--- src/rtl/spi_mem_pkg.sv ---
// Shared types and defaults for the SPI memory transaction sequencer.
// State set grows by INC when SPI_MEM_FSM_BURST_EN is defined.
package spi_mem_pkg;

    localparam int ADDR_BITS_DEF = 7;
    localparam int DATA_BITS_DEF = 8;
    localparam int CNT_W         = 4;

`ifdef SPI_MEM_FSM_BURST_EN
    typedef enum logic [3:0] {
        IDLE,
        GET_ADDR,
        GOT_ADDR,
        READ_LOAD,
        READ_SHIFT,
        WRITE_GET,
        WRITE_STORE,
        DONE,
        INC
    } state_t;
`else
    typedef enum logic [3:0] {
        IDLE,
        GET_ADDR,
        GOT_ADDR,
        READ_LOAD,
        READ_SHIFT,
        WRITE_GET,
        WRITE_STORE,
        DONE
    } state_t;
`endif

endpackage

--- src/rtl/spi_mem_if.sv ---
// Sequencer bundle: conditioned SPI inputs in, datapath enables out.
// master = sequencer side, slave = conditioner/datapath side.
interface spi_mem_if;

    logic cs_n;
    logic sclk_rise;
    logic sclk_fall;
    logic rw;
    logic addr_we;
    logic sr_we;
    logic dm_we;
    logic miso_ce;
    logic miso_buff;
    logic addr_inc;
    logic busy;

    modport master (
        input  cs_n, sclk_rise, sclk_fall, rw,
        output addr_we, sr_we, dm_we, miso_ce,
        output miso_buff, addr_inc, busy
    );

    modport slave (
        output cs_n, sclk_rise, sclk_fall, rw,
        input  addr_we, sr_we, dm_we, miso_ce,
        input  miso_buff, addr_inc, busy
    );

endinterface

--- src/rtl/spi_bit_counter.sv ---
// SCLK bit counter with synchronous clear, enable and terminal-count flag.
module spi_bit_counter
    import spi_mem_pkg::*;
(
    input  logic             clk,
    input  logic             rst_n,
    input  logic             clr,
    input  logic             en,
    input  logic [CNT_W-1:0] tc_val,
    output logic [CNT_W-1:0] cnt,
    output logic             tc
);

    always_ff @(posedge clk or negedge rst_n) begin
        if (!rst_n)
            cnt <= '0;
        else if (clr)
            cnt <= '0;
        else if (en)
            cnt <= cnt + 1'b1;
    end

    // Fires on the increment that reaches tc_val, so the FSM leaves on that edge.
    assign tc = en && ((cnt + 1'b1) == tc_val);

endmodule

--- src/rtl/spi_mem_fsm.sv ---
// SPI memory slave transaction sequencer; sole source of datapath enables.
// Define SPI_MEM_FSM_BURST_EN for auto-incrementing burst transfers.
module spi_mem_fsm
    import spi_mem_pkg::*;
#(
    parameter int ADDR_BITS = ADDR_BITS_DEF,
    parameter int DATA_BITS = DATA_BITS_DEF
) (
    input logic       clk,
    input logic       rst_n,
    spi_mem_if.master bus
);

    localparam logic [CNT_W-1:0] ADDR_TC = CNT_W'(ADDR_BITS + 1);
    localparam logic [CNT_W-1:0] DATA_TC = CNT_W'(DATA_BITS);

    state_t           state;
    state_t           nxt;
    logic [CNT_W-1:0] bit_cnt;
    logic [CNT_W-1:0] tc_val;
    logic             cnt_en;
    logic             cnt_clr;
    logic             tc;
    logic             addr_we;
    logic             sr_we;
    logic             dm_we;
    logic             miso_ce;
    logic             miso_buff;
    logic             addr_inc;

    // Chip-select release blocks counting so an abort never advances the count.
    assign cnt_en = bus.sclk_rise && !bus.cs_n &&
                    (state == GET_ADDR || state == READ_SHIFT ||
                     state == WRITE_GET);
    assign tc_val  = (state == GET_ADDR) ? ADDR_TC : DATA_TC;
    assign cnt_clr = (nxt != state);

    spi_bit_counter u_cnt (
        .clk    (clk),
        .rst_n  (rst_n),
        .clr    (cnt_clr),
        .en     (cnt_en),
        .tc_val (tc_val),
        .cnt    (bit_cnt),
        .tc     (tc)
    );

`ifdef SPI_MEM_FSM_BURST_EN
    logic rd_q;

    always_ff @(posedge clk or negedge rst_n) begin
        if (!rst_n)
            rd_q <= 1'b0;
        else if (state == GOT_ADDR)
            rd_q <= bus.rw;
    end
`endif

    always_ff @(posedge clk or negedge rst_n) begin
        if (!rst_n)
            state <= IDLE;
        else
            state <= nxt;
    end

    always_comb begin
        nxt       = state;
        addr_we   = 1'b0;
        sr_we     = 1'b0;
        dm_we     = 1'b0;
        miso_ce   = 1'b0;
        miso_buff = 1'b0;
        addr_inc  = 1'b0;
        unique case (state)
            IDLE:
                if (!bus.cs_n) nxt = GET_ADDR;
            GET_ADDR:
                if (tc) nxt = GOT_ADDR;
            GOT_ADDR: begin
                addr_we = 1'b1;
                nxt     = bus.rw ? READ_LOAD : WRITE_GET;
            end
            READ_LOAD: begin
                sr_we     = 1'b1;
                miso_buff = 1'b1;
                nxt       = READ_SHIFT;
            end
            READ_SHIFT: begin
                miso_buff = 1'b1;
                miso_ce   = bus.sclk_fall;
`ifdef SPI_MEM_FSM_BURST_EN
                if (tc) nxt = INC;
`else
                if (tc) nxt = DONE;
`endif
            end
            WRITE_GET:
                if (tc) nxt = WRITE_STORE;
            WRITE_STORE: begin
                dm_we = 1'b1;
`ifdef SPI_MEM_FSM_BURST_EN
                nxt   = INC;
`else
                nxt   = DONE;
`endif
            end
            DONE:
                nxt = DONE;
`ifdef SPI_MEM_FSM_BURST_EN
            INC: begin
                addr_inc = 1'b1;
                nxt      = rd_q ? READ_LOAD : WRITE_GET;
            end
`endif
            default:
                nxt = IDLE;
        endcase
        if (bus.cs_n && state != IDLE)
            nxt = IDLE;
    end

    assign bus.addr_we   = addr_we;
    assign bus.sr_we     = sr_we;
    assign bus.dm_we     = dm_we;
    assign bus.miso_ce   = miso_ce;
    assign bus.miso_buff = miso_buff;
    assign bus.addr_inc  = addr_inc;
    assign bus.busy      = (state != IDLE);

endmodule

--- src/flat_wrapper.sv ---
// flat-port wrapper written by rule: the top's interface ports become plain ports
module spi_mem_fsm_flat import spi_mem_pkg::*;
#(
    parameter int ADDR_BITS = ADDR_BITS_DEF,
    parameter int DATA_BITS = DATA_BITS_DEF
)
  (clk, rst_n, bus_cs_n, bus_sclk_rise, bus_sclk_fall, bus_rw, bus_addr_we, bus_sr_we, bus_dm_we, bus_miso_ce, bus_miso_buff, bus_addr_inc, bus_busy);
  spi_mem_if bus_i ();
  input logic clk;
  input logic rst_n;
  input wire logic [$bits(bus_i.cs_n)-1:0] bus_cs_n;
  input wire logic [$bits(bus_i.sclk_rise)-1:0] bus_sclk_rise;
  input wire logic [$bits(bus_i.sclk_fall)-1:0] bus_sclk_fall;
  input wire logic [$bits(bus_i.rw)-1:0] bus_rw;
  output wire logic [$bits(bus_i.addr_we)-1:0] bus_addr_we;
  output wire logic [$bits(bus_i.sr_we)-1:0] bus_sr_we;
  output wire logic [$bits(bus_i.dm_we)-1:0] bus_dm_we;
  output wire logic [$bits(bus_i.miso_ce)-1:0] bus_miso_ce;
  output wire logic [$bits(bus_i.miso_buff)-1:0] bus_miso_buff;
  output wire logic [$bits(bus_i.addr_inc)-1:0] bus_addr_inc;
  output wire logic [$bits(bus_i.busy)-1:0] bus_busy;
  assign bus_i.cs_n = bus_cs_n;
  assign bus_i.sclk_rise = bus_sclk_rise;
  assign bus_i.sclk_fall = bus_sclk_fall;
  assign bus_i.rw = bus_rw;
  assign bus_addr_we = bus_i.addr_we;
  assign bus_sr_we = bus_i.sr_we;
  assign bus_dm_we = bus_i.dm_we;
  assign bus_miso_ce = bus_i.miso_ce;
  assign bus_miso_buff = bus_i.miso_buff;
  assign bus_addr_inc = bus_i.addr_inc;
  assign bus_busy = bus_i.busy;
  spi_mem_fsm #(.ADDR_BITS(ADDR_BITS), .DATA_BITS(DATA_BITS)) u_core (.clk(clk), .rst_n(rst_n), .bus(bus_i));
endmodule
--- config.mk ---
export PLATFORM = sky130hd
export DESIGN_NAME = spi_mem_fsm_flat
export DESIGN_NICKNAME = d
export VERILOG_FILES = /design/src/rtl/spi_mem_pkg.sv /design/src/rtl/spi_mem_if.sv /design/src/rtl/spi_bit_counter.sv /design/src/rtl/spi_mem_fsm.sv /design/src/flat_wrapper.sv
export SDC_FILE = /design/constraint.sdc
export NUM_CORES = 1
export LEC_CHECK = 0
export CELL_PAD_IN_SITES_DETAIL_PLACEMENT = 0
export CELL_PAD_IN_SITES_GLOBAL_PLACEMENT = 2
export CORE_MARGIN = 1
export CORE_UTILIZATION = 27
export DETAILED_ROUTE_END_ITERATION = 10
export GPL_TIMING_DRIVEN = 1
export PLACE_DENSITY_LB_ADDON = 0.1
export SKIP_LAST_GASP = 1
export SLEW_MARGIN = 10
export SYNTH_ARGS = -nofsm -noshare
export SYNTH_HDL_FRONTEND = slang
export SYNTH_SLANG_ARGS = --single-unit
export TNS_END_PERCENT = 10
--- constraint.sdc ---
create_clock -name clk -period 1.88 [get_ports clk]
set_input_delay 0.282 -clock clk [delete_from_list [all_inputs] [get_ports clk]]
set_output_delay 0.282 -clock clk [all_outputs]
set_load 0.01 [all_outputs]
==> flow_metrics.env <==
export IMPL_std_cell_rows=16
export IMPL_setup_viol=0
export IMPL_fin_cells=113
export IMPL_cp_max_fo=7
export IMPL_netlist_area_um2=564.3
export IMPL_final_common_cell="nand2_1"
export IMPL_route_detailed_drc=0
export IMPL_synth_seq_cells=8
export IMPL_synth_edf_count=0
export IMPL_p_switching_mw=0.07350
export IMPL_vias_per_cell=4.602
export IMPL_rsz0062_at_grt="yes"
export IMPL_cts_htree_levels=1
export IMPL_powerDensity_nw_per_um2=454.0
export IMPL_fin_crit_ps=1879
export IMPL_cts_tree="built"
export IMPL_async_flop_share=1.000
export IMPL_cts_sinks=8
export IMPL_slew_viol_final=0
export IMPL_finClkSkew_ps=3.657
export IMPL_worst_path_max_delay_cell="clkdlybuf4s50_1"
export IMPL_yosysTopAreaCellShare=0.3548
export IMPL_reg2reg_slack_ps=280
export IMPL_leakage_nw=0.3573
export IMPL_peakVddDrop_mv=0.3060
export IMPL_synth_area_leaders="dfrtp_1 35%, nand2_1 8.6%, nor2_1 4.7%"
export IMPL_finalCritPeriodShare=0.9994
export IMPL_io_pins=13
export IMPL_slowest_delay_ps=550
export IMPL_nets=96
export IMPL_grt_max_degree=12
export IMPL_totalWireLength_um=1183
export IMPL_dp_slack_ps=119.9
export IMPL_final_area_um2=755.7
export IMPL_switching_share=0.2142
export IMPL_drt_wirelength_per_cell_um=10.47
export IMPL_seq_area_frac_synth=0.3548
export IMPL_setup_worst_path_class="reg -> out"
export IMPL_crit_path_end_kind="primary output"
export IMPL_diodes=0
export IMPL_ys_dominant_reg_cell="dfrtp_1"
export IMPL_die_h_um=47.72
export IMPL_gp_congestion=0.7374
export IMPL_clk_latency_ps=240
export IMPL_cp_buffers_inverters=2
export IMPL_avgSynthCellArea_um2=8.178
export IMPL_clkSlewWorstSetupHoldPaths_ps=50
export IMPL_ys_warnings_count=0
export IMPL_netlist_instances=69
export IMPL_utilization=0.3852
export IMPL_setup_ws_ps=1.119
export IMPL_start_util=0.2876
export IMPL_power_mw=0.3431
export IMPL_grt_pass1_wl_um=2001
export IMPL_max_freq_mhz=532.2
export IMPL_crit_arrival_ps=1600
export IMPL_power_frac_comb=0.116
export IMPL_path_cells="buf_4 > nor3_1 > clkdlybuf4s50_1"
export IMPL_status="completed"
export IMPL_required_ps=1600
export IMPL_synth_area_leader_cell="dfrtp_1"
export IMPL_max_cap_violations=0
export IMPL_tns_ps=0
export IMPL_dp_cells=109
export IMPL_drtAntennaViolNets=0
export IMPL_clockRootBuffer="clkbuf_4"
export IMPL_drt_pass1_iter_count=2
export IMPL_seq_power_share=0.526
export IMPL_grt_usage=0.1267
export IMPL_hold_ws_ps=308.0
export IMPL_cts_path_max_buffers=2
export IMPL_dieArea_um2=2277
export IMPL_holdBufCountCts=0
export IMPL_start_kind="flip-flop"
export IMPL_core_um2=1962
export IMPL_num_vias=520
export IMPL_syn2layout_area_growth_pct=33.92
export IMPL_antenna_found_initial=0
export IMPL_place_hpwl_um=957.1
export IMPL_min_path_type="in -> async"
export IMPL_cpLargestDelayFamily="buffers and inverters"
export IMPL_dpl_instance_area_um2=720.7
export IMPL_power_share_clock=0.358
export IMPL_p_int_mw=0.2696
export IMPL_cts_buffers=3
export IMPL_layout_drive_gt1_share=0.1628
export IMPL_finalHoldViolations=0
export IMPL_drtIter0Drc=2
export IMPL_yosysUniqueCellTypes=33
export IMPL_overflow=0
export IMPL_port_buffers=11
export IMPL_die_w_um=47.72
export IMPL_final_cell_mix="13 x nand2_1, 9 x clkdlybuf4s50_1, 7 x dfrtp_1"
export IMPL_first_global_vias=451
cells by family (layout without fill, tap and decap cells):
kind of cell / Yosys count / after routing / share of synthesized area
AOI/OAI and AO/OA: 16 / 16 / 0.1818
xor gates and xnor gates: 1 / 1 / 0.01552
adders and majority gates: 3 / 3 / 0.06208
buffers and inverters: 5 / 21 / 0.05765
DFF: 8 / 8 / 0.3548
other: 1 / 2 / 0.006646
and+or+nand+nor: 35 / 35 / 0.3215
final cells by class:
| class | instances | area (um2) |
|---|---|---|
| clock buffers | 3 | 22.52 |
| fillers | 232 | 1206 |
| flip-flops and latches | 8 | 201.4 |
| inverters | 1 | 3.754 |
| repair buffers | 17 | 156.4 |
| well taps | 27 | 33.78 |
| multi-input cells | 57 | 337.8 |
cells in the mapped netlist (2+ instances only):
master    number
nand2_1       13
dfrtp_1        8
nor2_1         7
a21oi_1        5
and3_1         2
buf_2          2
ha_1           2
nand2b_1       2
nor3_1         2
o21ai_0        2
or3_1          2
final timing paths:
check / cells after the start / startpoint / end
max: 3 / u_core.state[0] / bus_dm_we
max in group asynchronous: 1 / rst_n / u_core.state[2]
min reg2reg: 2 / u_core.u_cnt.cnt[3] / u_core.u_cnt.cnt[3]
max reg2reg: 6 / u_core.u_cnt.cnt[0] / u_core.state[1]
min: 1 / rst_n / u_core.u_cnt.cnt[1]
min in group clk: 2 / u_core.u_cnt.cnt[3] / u_core.u_cnt.cnt[3]
timing repair:
| item | 4_1_cts | 5_1_grt |
|---|---|---|
| setup buffers | 0 | 1 |
| setup endpoints to repair | 4 | 5 |
| resized for setup | 1 | 3 |
| hold endpoints to repair | 0 | 0 |
registers in the layout, indices dropped and copies added, names as in the netlist:
| name | cells |
|---|---|
| u_core.state | 4 |
| u_core.u_cnt.cnt | 4 |
power by group through the flow:
stage	Sequential, mW	Clock, mW	Combinational (mW)
finish	0.181	0.123	0.0397
global route	0.181	0.140	0.0450
CTS	0.180	0.130	0.0402
detailed placement	0.183	0	0.0401
global placement	0.184	0	0.0405
floorplan	0.179	0	0.0228
per-layer routing:
layer  global-route usage  vias to the layer above  wire length, um
li1                     -                      275                -
met1               0.1968                      236              625
met2               0.1622                        7              512
met3              0.02264                        2               32
met4              0.06667                        0               13
met5                    0                        -                0
Power figures use the tool's default switching activity.
